==> src/rtl/score_keeper_pkg.sv <==
// Shared constants for the game-score producer: FSM state encodings and bus widths.
package score_keeper_pkg;

    localparam int unsigned SCORE_W = 14;
    localparam int unsigned BCD_W   = 16;

    localparam logic [1:0] S_IDLE = 2'd0;
    localparam logic [1:0] S_RUN  = 2'd1;
    localparam logic [1:0] S_OVER = 2'd2;

endpackage

==> src/rtl/score_keeper_bcd.sv <==
// 4-digit BCD incrementer; clr has priority over inc.
module bcd_counter4
    import score_keeper_pkg::*;
(
    input  logic             clk,
    input  logic             rst_n,
    input  logic             inc_i,
    input  logic             clr_i,
    output logic [BCD_W-1:0] bcd_o
);

    logic [BCD_W-1:0] bcd_q, bcd_d;
    logic             carry;

    // Ripple the +1 through the digits; a digit at 9 rolls to 0 and passes the carry on.
    always_comb begin
        bcd_d = bcd_q;
        carry = inc_i;
        for (int unsigned i = 0; i < 4; i++) begin
            if (carry) begin
                if (bcd_q[i*4 +: 4] == 4'd9) begin
                    bcd_d[i*4 +: 4] = 4'd0;
                end else begin
                    bcd_d[i*4 +: 4] = bcd_q[i*4 +: 4] + 4'd1;
                    carry           = 1'b0;
                end
            end
        end
        if (clr_i) begin
            bcd_d = '0;
        end
    end

    always_ff @(posedge clk or negedge rst_n) begin
        if (!rst_n) begin
            bcd_q <= '0;
        end else begin
            bcd_q <= bcd_d;
        end
    end

    assign bcd_o = bcd_q;

endmodule

==> src/rtl/score_keeper.sv <==
// Game-state FSM and score producer: tick prescaler, saturating score, BCD copy,
// day/night request and milestone pulse, all driven from wrap counters instead of division.
module score_keeper
    import score_keeper_pkg::*;
#(
    parameter int unsigned TICK_CYCLES = 4_000_000,
    parameter int unsigned SCORE_MAX   = 9999,
    parameter int unsigned DARK_PERIOD = 700,
    parameter int unsigned DARK_LEN    = 150,
    parameter int unsigned MILE_STEP   = 100
) (
    input  logic               clk,
    input  logic               rst_n,
    input  logic               start,
    input  logic               collide,
    output logic [SCORE_W-1:0] game_score,
    output logic [BCD_W-1:0]   score_bcd,
    output logic               running,
    output logic               game_over,
    output logic               dark_req,
    output logic               milestone
);

    localparam int unsigned PRESC_W = (TICK_CYCLES > 1) ? $clog2(TICK_CYCLES) : 1;
    localparam int unsigned DARKP_W = (DARK_PERIOD > 1) ? $clog2(DARK_PERIOD) : 1;
    localparam int unsigned MILE_W  = (MILE_STEP > 1) ? $clog2(MILE_STEP) : 1;
    localparam int unsigned DCNT_W  = $clog2(DARK_LEN + 1);

    localparam logic [PRESC_W-1:0] PRESC_LAST = PRESC_W'(TICK_CYCLES - 1);
    localparam logic [DARKP_W-1:0] DARK_LAST  = DARKP_W'(DARK_PERIOD - 1);
    localparam logic [MILE_W-1:0]  MILE_LAST  = MILE_W'(MILE_STEP - 1);
    localparam logic [DCNT_W-1:0]  DARK_LOAD  = DCNT_W'(DARK_LEN);
    localparam logic [DCNT_W-1:0]  DARK_ONE   = DCNT_W'(1);
    localparam logic [SCORE_W-1:0] SCORE_LAST = SCORE_W'(SCORE_MAX);

    logic [1:0]         state_q, state_d;
    logic [PRESC_W-1:0] presc_q, presc_d;
    logic [SCORE_W-1:0] score_q, score_d;
    logic [DARKP_W-1:0] mod_dark_q, mod_dark_d;
    logic [MILE_W-1:0]  mod_mile_q, mod_mile_d;
    logic [DCNT_W-1:0]  dark_cnt_q, dark_cnt_d;
    logic               dark_q, dark_d;
    logic               mile_q, mile_d;

    logic start_run;
    logic advance;
    logic tick;

    always_comb begin
        start_run = start && (state_q != S_RUN);
        advance   = (state_q == S_RUN) && !collide && (score_q != SCORE_LAST);
        tick      = advance && (presc_q == PRESC_LAST);
    end

    always_comb begin
        state_d = state_q;
        case (state_q)
            S_IDLE:  if (start)   state_d = S_RUN;
            S_RUN:   if (collide) state_d = S_OVER;
            S_OVER:  if (start)   state_d = S_RUN;
            default: state_d = S_IDLE;
        endcase
    end

    // Everything below is frozen outside RUN, on a collide cycle and once the score saturates.
    always_comb begin
        presc_d    = presc_q;
        score_d    = score_q;
        mod_dark_d = mod_dark_q;
        mod_mile_d = mod_mile_q;
        dark_cnt_d = dark_cnt_q;
        dark_d     = dark_q;
        mile_d     = 1'b0;
        if (start_run) begin
            presc_d    = '0;
            score_d    = '0;
            mod_dark_d = '0;
            mod_mile_d = '0;
            dark_cnt_d = '0;
            dark_d     = 1'b0;
        end else if (advance) begin
            presc_d = tick ? '0 : presc_q + 1'b1;
            if (tick) begin
                score_d = score_q + 1'b1;
                if (mod_mile_q == MILE_LAST) begin
                    mod_mile_d = '0;
                    mile_d     = 1'b1;
                end else begin
                    mod_mile_d = mod_mile_q + 1'b1;
                end
                if (mod_dark_q == DARK_LAST) begin
                    mod_dark_d = '0;
                    dark_d     = 1'b1;
                    dark_cnt_d = DARK_LOAD;
                end else begin
                    mod_dark_d = mod_dark_q + 1'b1;
                    if (dark_q) begin
                        dark_cnt_d = dark_cnt_q - 1'b1;
                        if (dark_cnt_q == DARK_ONE) begin
                            dark_d = 1'b0;
                        end
                    end
                end
            end
        end
    end

    always_ff @(posedge clk or negedge rst_n) begin
        if (!rst_n) begin
            state_q    <= S_IDLE;
            presc_q    <= '0;
            score_q    <= '0;
            mod_dark_q <= '0;
            mod_mile_q <= '0;
            dark_cnt_q <= '0;
            dark_q     <= 1'b0;
            mile_q     <= 1'b0;
        end else begin
            state_q    <= state_d;
            presc_q    <= presc_d;
            score_q    <= score_d;
            mod_dark_q <= mod_dark_d;
            mod_mile_q <= mod_mile_d;
            dark_cnt_q <= dark_cnt_d;
            dark_q     <= dark_d;
            mile_q     <= mile_d;
        end
    end

    bcd_counter4 u_bcd (
        .clk   (clk),
        .rst_n (rst_n),
        .inc_i (tick),
        .clr_i (start_run),
        .bcd_o (score_bcd)
    );

    assign game_score = score_q;
    assign running    = (state_q == S_RUN);
    assign game_over  = (state_q == S_OVER);
    assign dark_req   = dark_q;
    assign milestone  = mile_q;

    // Dark phases must not overlap.
    a_dark_len : assert property (@(posedge clk) disable iff (!rst_n) (DARK_LEN < DARK_PERIOD));

endmodule
==> config.mk <==
export PLATFORM = sky130hd
export DESIGN_NAME = score_keeper
export DESIGN_NICKNAME = d
export VERILOG_FILES = /design/src/rtl/score_keeper_pkg.sv /design/src/rtl/score_keeper_bcd.sv /design/src/rtl/score_keeper.sv
export SDC_FILE = /design/constraint.sdc
export NUM_CORES = 1
export LEC_CHECK = 0
export ABC_AREA = 1
export CORE_MARGIN = 2
export CORE_UTILIZATION = 54
export DETAILED_ROUTE_END_ITERATION = 8
export GPL_TIMING_DRIVEN = 0
export PLACE_DENSITY = 0.82
export SYNTH_ARGS = -nofsm -noshare
export SYNTH_HDL_FRONTEND = slang
export SYNTH_HIERARCHICAL = 1
export SYNTH_SLANG_ARGS = --single-unit
==> constraint.sdc <==
create_clock -name clk -period 1.9 [get_ports clk]
set_input_delay 0.19 -clock clk [delete_from_list [all_inputs] [get_ports clk]]
set_output_delay 0.19 -clock clk [all_outputs]
set_load 0.05 [all_outputs]
# --- After elaboration in Yosys (flattened, before gate mapping) ---
# Cells that the tools add are included.
word_totals:
  out_inout_bits: 34
  word_cells: 98
  regBits: 81
  inputBits: 4
op_classes:
  reduce_logical: 16
  n_mux: 47
  eq_ne: 14
  add_sub_neg: 9
op_table:
  columns: ["cell", "n"]
  rows:
  - ["$mux 22", 3]
  - ["$mux 14", 3]
  - ["$mux 10", 4]
  - ["$mux 8", 5]
  - ["$mux 4", 8]
  - ["$mux 7", 4]
  - ["$add 22x1->22 const B", 1]
  - ["$eq 22x22->1 const B", 1]
  - ["$add 4x1->4 const B", 4]
  - ["$eq 4x4->1 const B", 4]
  - ["$mux 1", 16]
  - ["$mux 16", 1]
  - ["$add 14x1->14 const B", 1]
  - ["$ne 14x14->1 const B", 1]
  - ["$add 10x1->10 const B", 1]
  - ["$eq 10x10->1 const B", 1]
  - ["$reduce_bool 2->1", 5]
  - ["$eq 8x1->1 const B", 1]
  - ["$sub 8x1->8 const B", 1]
  - ["$add 7x1->7 const B", 1]
  - ["$eq 7x7->1 const B", 1]
  - ["$logic_and 1x1->1", 4]
  - ["$mux 2", 2]
  - ["$ne 2x1->1 const B", 2]
  - ["10 further kinds", 11]

# --- Longest topological paths before layout ---
logic_depth:
  word_depth: 9
  depth_mapped: 14
  depth_no_buf: 13

# --- Modules after synthesis ---
# The synthesis kept the hierarchy.
modules_own_cells:
  columns: ["mod", "area_per_inst_um2", "instances", "seq_area_each_um2", "cells_per_inst"]
  rows:
  - ["score_keeper", 4211.5, 1, 1626.6, 597]
  - ["bcd_counter4", 969.7, 1, 400.4, 113]

# --- Worst setup path before layout ---
# Ideal clock, no wire load.
synth_path:
  kind: "reg2reg"
  start: "register score_q[0] (netlist: game_score[0])"
  end: "register u_bcd.bcd_q[12] (netlist: u_bcd/bcd_o[12])"
  arrival_ns: 2.172
  period_less_slack_ns: 2.291
  required_time_ns: 1.782
  setup_slack_ns: -0.391
  setup_ns: 0.118
  n_path_buf: 1
  stages_incl_launch_ff: 13
  path_cell_list: "dfrtp_1 > ha_1 > nand3_1 > nor2_1 > nand2_1 > nand2_4 > nor2_4 > buf_4 > nand4_2 > nand2_4 > nand3_2 > nand2_1 > nand2_1"
synth_between:
  elab_chain_len: 7
synth_lines:
  columns: ["element", "line_no", "text"]
  rows:
  - ["start: declaration", "score_keeper.sv:38", "logic [SCORE_W-1:0] score_q, score_d;"]
  - ["start signal: assignment", "score_keeper.sv:121", "score_q <= score_d;"]
  - ["$ne 14x14->1", "score_keeper.sv:51", "advance = (state_q == S_RUN) && !collide && (score_q != SCORE_LAST);"]
  - ["$logic_and 1x1->1", "score_keeper.sv:51", null]
  - ["$logic_and 1x1->1", "score_keeper.sv:52", "tick = advance && (presc_q == PRESC_LAST);"]
  - ["net tick", "score_keeper.sv:47", "logic tick;"]
  - ["$mux 1 (3 in a row)", "score_keeper_bcd.sv:20", "if (carry) begin"]
  - ["$reduce_bool 2->1 (no line)", null, null]
  - ["end signal: assignment", "score_keeper_bcd.sv:36", "bcd_q <= '0;"]
  - ["end signal: assignment", "score_keeper_bcd.sv:38", "bcd_q <= bcd_d;"]
  - ["end: declaration", "score_keeper_bcd.sv:12", "logic [BCD_W-1:0] bcd_q, bcd_d;"]
# The timed path passes the listed nets, and every way through them passes these cells.
# A chain may end at the register's enable or synchronous reset.

# --- Final worst setup path ---
layout_path:
  start: "register u_bcd.bcd_q[4] (netlist: u_bcd/bcd_o[4])"
  end: "output score_bcd[4]"
layout_lines:
  columns: ["element", "line_no", "text"]
  rows:
  - ["end: declaration", "score_keeper.sv:17", "output logic [BCD_W-1:0] score_bcd,"]
# No word-level cell between the ends.

==> flow_summary.toml <==
[worst_setup_path]
crit_chain = "clkdlybuf4s50_1"
worst_path_largest_cell_delay_ns = 0.84
crit_path_start_kind = "flip-flop"
cp_num_cells = 1
cp.required_ns = 1.71
cp_slowest_cell = "clkdlybuf4s50_1"
rr_worst_depth = 11
worstSetupStartpoint = "u_bcd/bcd_o[4]$_DFFE_PN0P_"
crit_fanout = 5
endpoint_kind = "output port"
cp.arrival_ns = 1.65
crit_family = "buffers and inverters"
r2r-start = "presc_q[14]$_DFFE_PN0P_"
critPathKind = "reg2out"
r2r-end = "u_bcd/bcd_o[12]$_DFFE_PN0P_"
path_buf_inv = 1
regToRegSetupSlack_ns = 0.07

[logic_synthesis]
ys_warn_count = 6
synthCells = 710
synth_edf_count = 0
synth_nets = 728
synth_largest_area_cell = "dfrtp_1"
yosysMostFrequentCell = "nand2_1"
ys_async_sr_fraction_pct = 100
synth_cell_types = 34
synth-seq-area-share_pct = 39.1
synth_area_um2 = 5180
synth_area_leaders = "dfrtp_1 (39%), nand2_1 (13%), nand3_1 (7.1%), nor2_1 (6.1%), inv_1 (5.2%)"
netlist.area_leader.share_pct = 39.1
synth_seq_cells = 81
avgSynthCellArea_um2 = 7.30
ys.flop_type = "dfrtp_1"
synthTopCellsByCount = "nand2_1 (179), nor2_1 (84), dfrtp_1 (81), nand3_1 (73), inv_1 (72)"

[layout]
antenna_cells = 0
final_util_pct = 67.8
seqCellArea_um2 = 2050
multi_input_area_um2 = 2870
layout-drive-gt1-share_pct = 16.1
area_growth_pct = 21.4
fill_cells = 773
fin_nets = 795

[power]
seqPwrFrac_pct = 41.2
p_int_mw = 3.12
leakagePower_nw = 2.98
pwr-share-clk_pct = 29.7
power.share.switching_pct = 35.5
vdd.ir_drop.worst_v = 0.000541
total_power_mw = 4.84
switchingPower_mw = 1.72
p_comb_share_pct = 29.0
powerDensity_nw_per_um2 = 769

[timing]
period_needed_ns = 1.84
slew_viol_final = 0
finalSetupViolations = 0
fin_skew_ns = 0.0107
worstMarginPinSlew_ns = 0.551
rsz0062_at_grt = "true"
slew_headroom_pct = 63.2
max_freq_ghz = 0.545
period_share_pct = 96.6
hold_violations = 0

[global_route]
grt_first_pass_wirelength_um = 21800
track_usage_pct = 26.3
grt_max_degree = 45
grt_pass1_vias = 4719
gr-total-overflow = 0
antenna_found_initial = 0

[outcome]
status = "completed"

[route]
dr.pass1.iters = 5
vias = 5028
wire_per_inst_um = 14.4
postRouteAntennaNets = 0
vias_per_cell = 5.52
routed_wl_um = 13200
drc = 0
dr.first_iter.drc_count = 314

[place]
dp_hpwl_um = 9210
numPortBuffers = 37
place.gp.congestion = 0.946

[hold_path]
hold_class = "in2async"

[flow_run]
cap_violations = 0

[clock_tree]
clock_latency_ns = 0.37
cts_buffer_depth = 2
clock-sinks = 81
clockRootBuffer = "clkbuf_8"
cts_tree = "built"
htreeDepth = 3
clk_pin_slew_worst_paths_ns = 0.08
cts_buffers = 9

[floorplan]
rows = 35
die_h_um = 102
die_w_um = 102
num_io_pins = 38
initial_utilization_pct = 55.8
die_area_um2 = 10400
core_area_um2 = 9280
==> stage by stage <==
stage	cell area [um^2]	hold slack, ns	worst slack [ns]	setup TNS [ns]	instances
4_1_cts	6080	0.363	0.00354	0	900
3_5_place_dp	5780	0.203	-0.388	-7.59	877
6_report	6290	0.340	0.0646	0	911
2_1_floorplan	5220	-0.106	-0.0304	-0.158	710
3_3_place_gp	5760	0.480	-2.68	-200.33	876
5_1_grt	6290	0.409	-0.0274	-0.0819	911
==> cell usage in the layout, fill, tap and decap left out, types with 2 or more instances in the layout <==
master and instances:
nand2_1 178, nor2_1 79, inv_1 71, nand3_1 68, dfrtp_1 66, nand4_1 33
clkdlybuf4s50_1 28, o21ai_1 26, buf_4 22, nor3_1 20, xor2_1 20, a21oi_1 15
dfrtp_2 15, nand2_2 14, o21ai_0 14, ha_1 12, nor2_4 11, clkbuf_8 10
inv_2 9, nand2_4 7, nand3_2 7, nor2_2 6, buf_2 5, dlymetal6s2s_1 5
clkbuf_1 4, nand3_4 3, nand3b_1 3, xnor2_1 3, dlygate4sd2_1 3, o21bai_1 2
ha_4 2, bufinv_16 2, o22ai_1 2
==> power by group through the flow <==
stage	Clock, mW	Combinational (mW)	Sequential (mW)
final	1.44	1.40	2.00
after floorplan	0	0.804	2.17
after global routing	1.54	1.54	2.02
after CTS	1.47	1.36	1.99
after detailed placement	0	1.32	2.03
after global placement	0	1.28	2.02
==> area by class of cell <==
class / count / share of cell area [%]
sequential: 81 / 32.5
timing repair buffer: 56 / 8.89
clock inverter: 4 / 1.21
tap: 129 / 2.57
buffer: 16 / 1.97
multi-input combinational: 532 / 45.7
inverter: 81 / 4.87
clock buffer: 12 / 2.31
==> cells by family after synthesis <==
group	synth area share, %
buffers and inverters	7.97
adders and majority gates	3.38
DFF	39.1
AOI/OAI and AO/OA	5.99
and+or+nand+nor	39.7
xor gates and xnor gates	3.89
==> state kept, by name (all words and copies together), names as in the netlist <==
name / flops
milestone: 1
game_score: 14
dark_cnt_q: 8
mod_mile_q: 7
state_q: 2
dark_req: 1
u_bcd/bcd_o: 16
mod_dark_q: 10
presc_q: 22
==> metal layers <==
| layer | track usage [%] | vias to the layer above | share of wire, % |
|---|---|---|---|
| li1 | - | 2450 | - |
| met1 | 34.8 | 2371 | 44 |
| met2 | 43.6 | 172 | 48 |
| met3 | 4.38 | 35 | 5.7 |
| met4 | 10.1 | 0 | 2.5 |
| met5 | 0 | - | 0 |
==> worst max path at each step <==
stage | to | slack, ns
floorplan | u_bcd/bcd_o[12]$_DFFE_PN0P_ | -0.03
global placement | game_score[9]$_DFFE_PN0P_ | -2.68
detailed placement | u_bcd/bcd_o[12]$_DFFE_PN0P_ | -0.39
CTS | game_score[2] | 0.004
global route | dark_cnt_q[2]$_DFFE_PN0P_ | -0.03
finish | score_bcd[4] | 0.06
==> timing repair <==
| item | CTS | global route |
|---|---|---|
| hold endpoints to repair | 37 | 0 |
| endpoints found under the setup margin | 67 | 71 |
| pin swaps | 3 | 13 |
| setup buffers | 6 | 10 |
| hold buffers | 1 | 0 |
| gates cloned | 0 | 1 |
| resized for setup | 11 | 31 |
No activity file was read; power rests on OpenSTA's default activity.
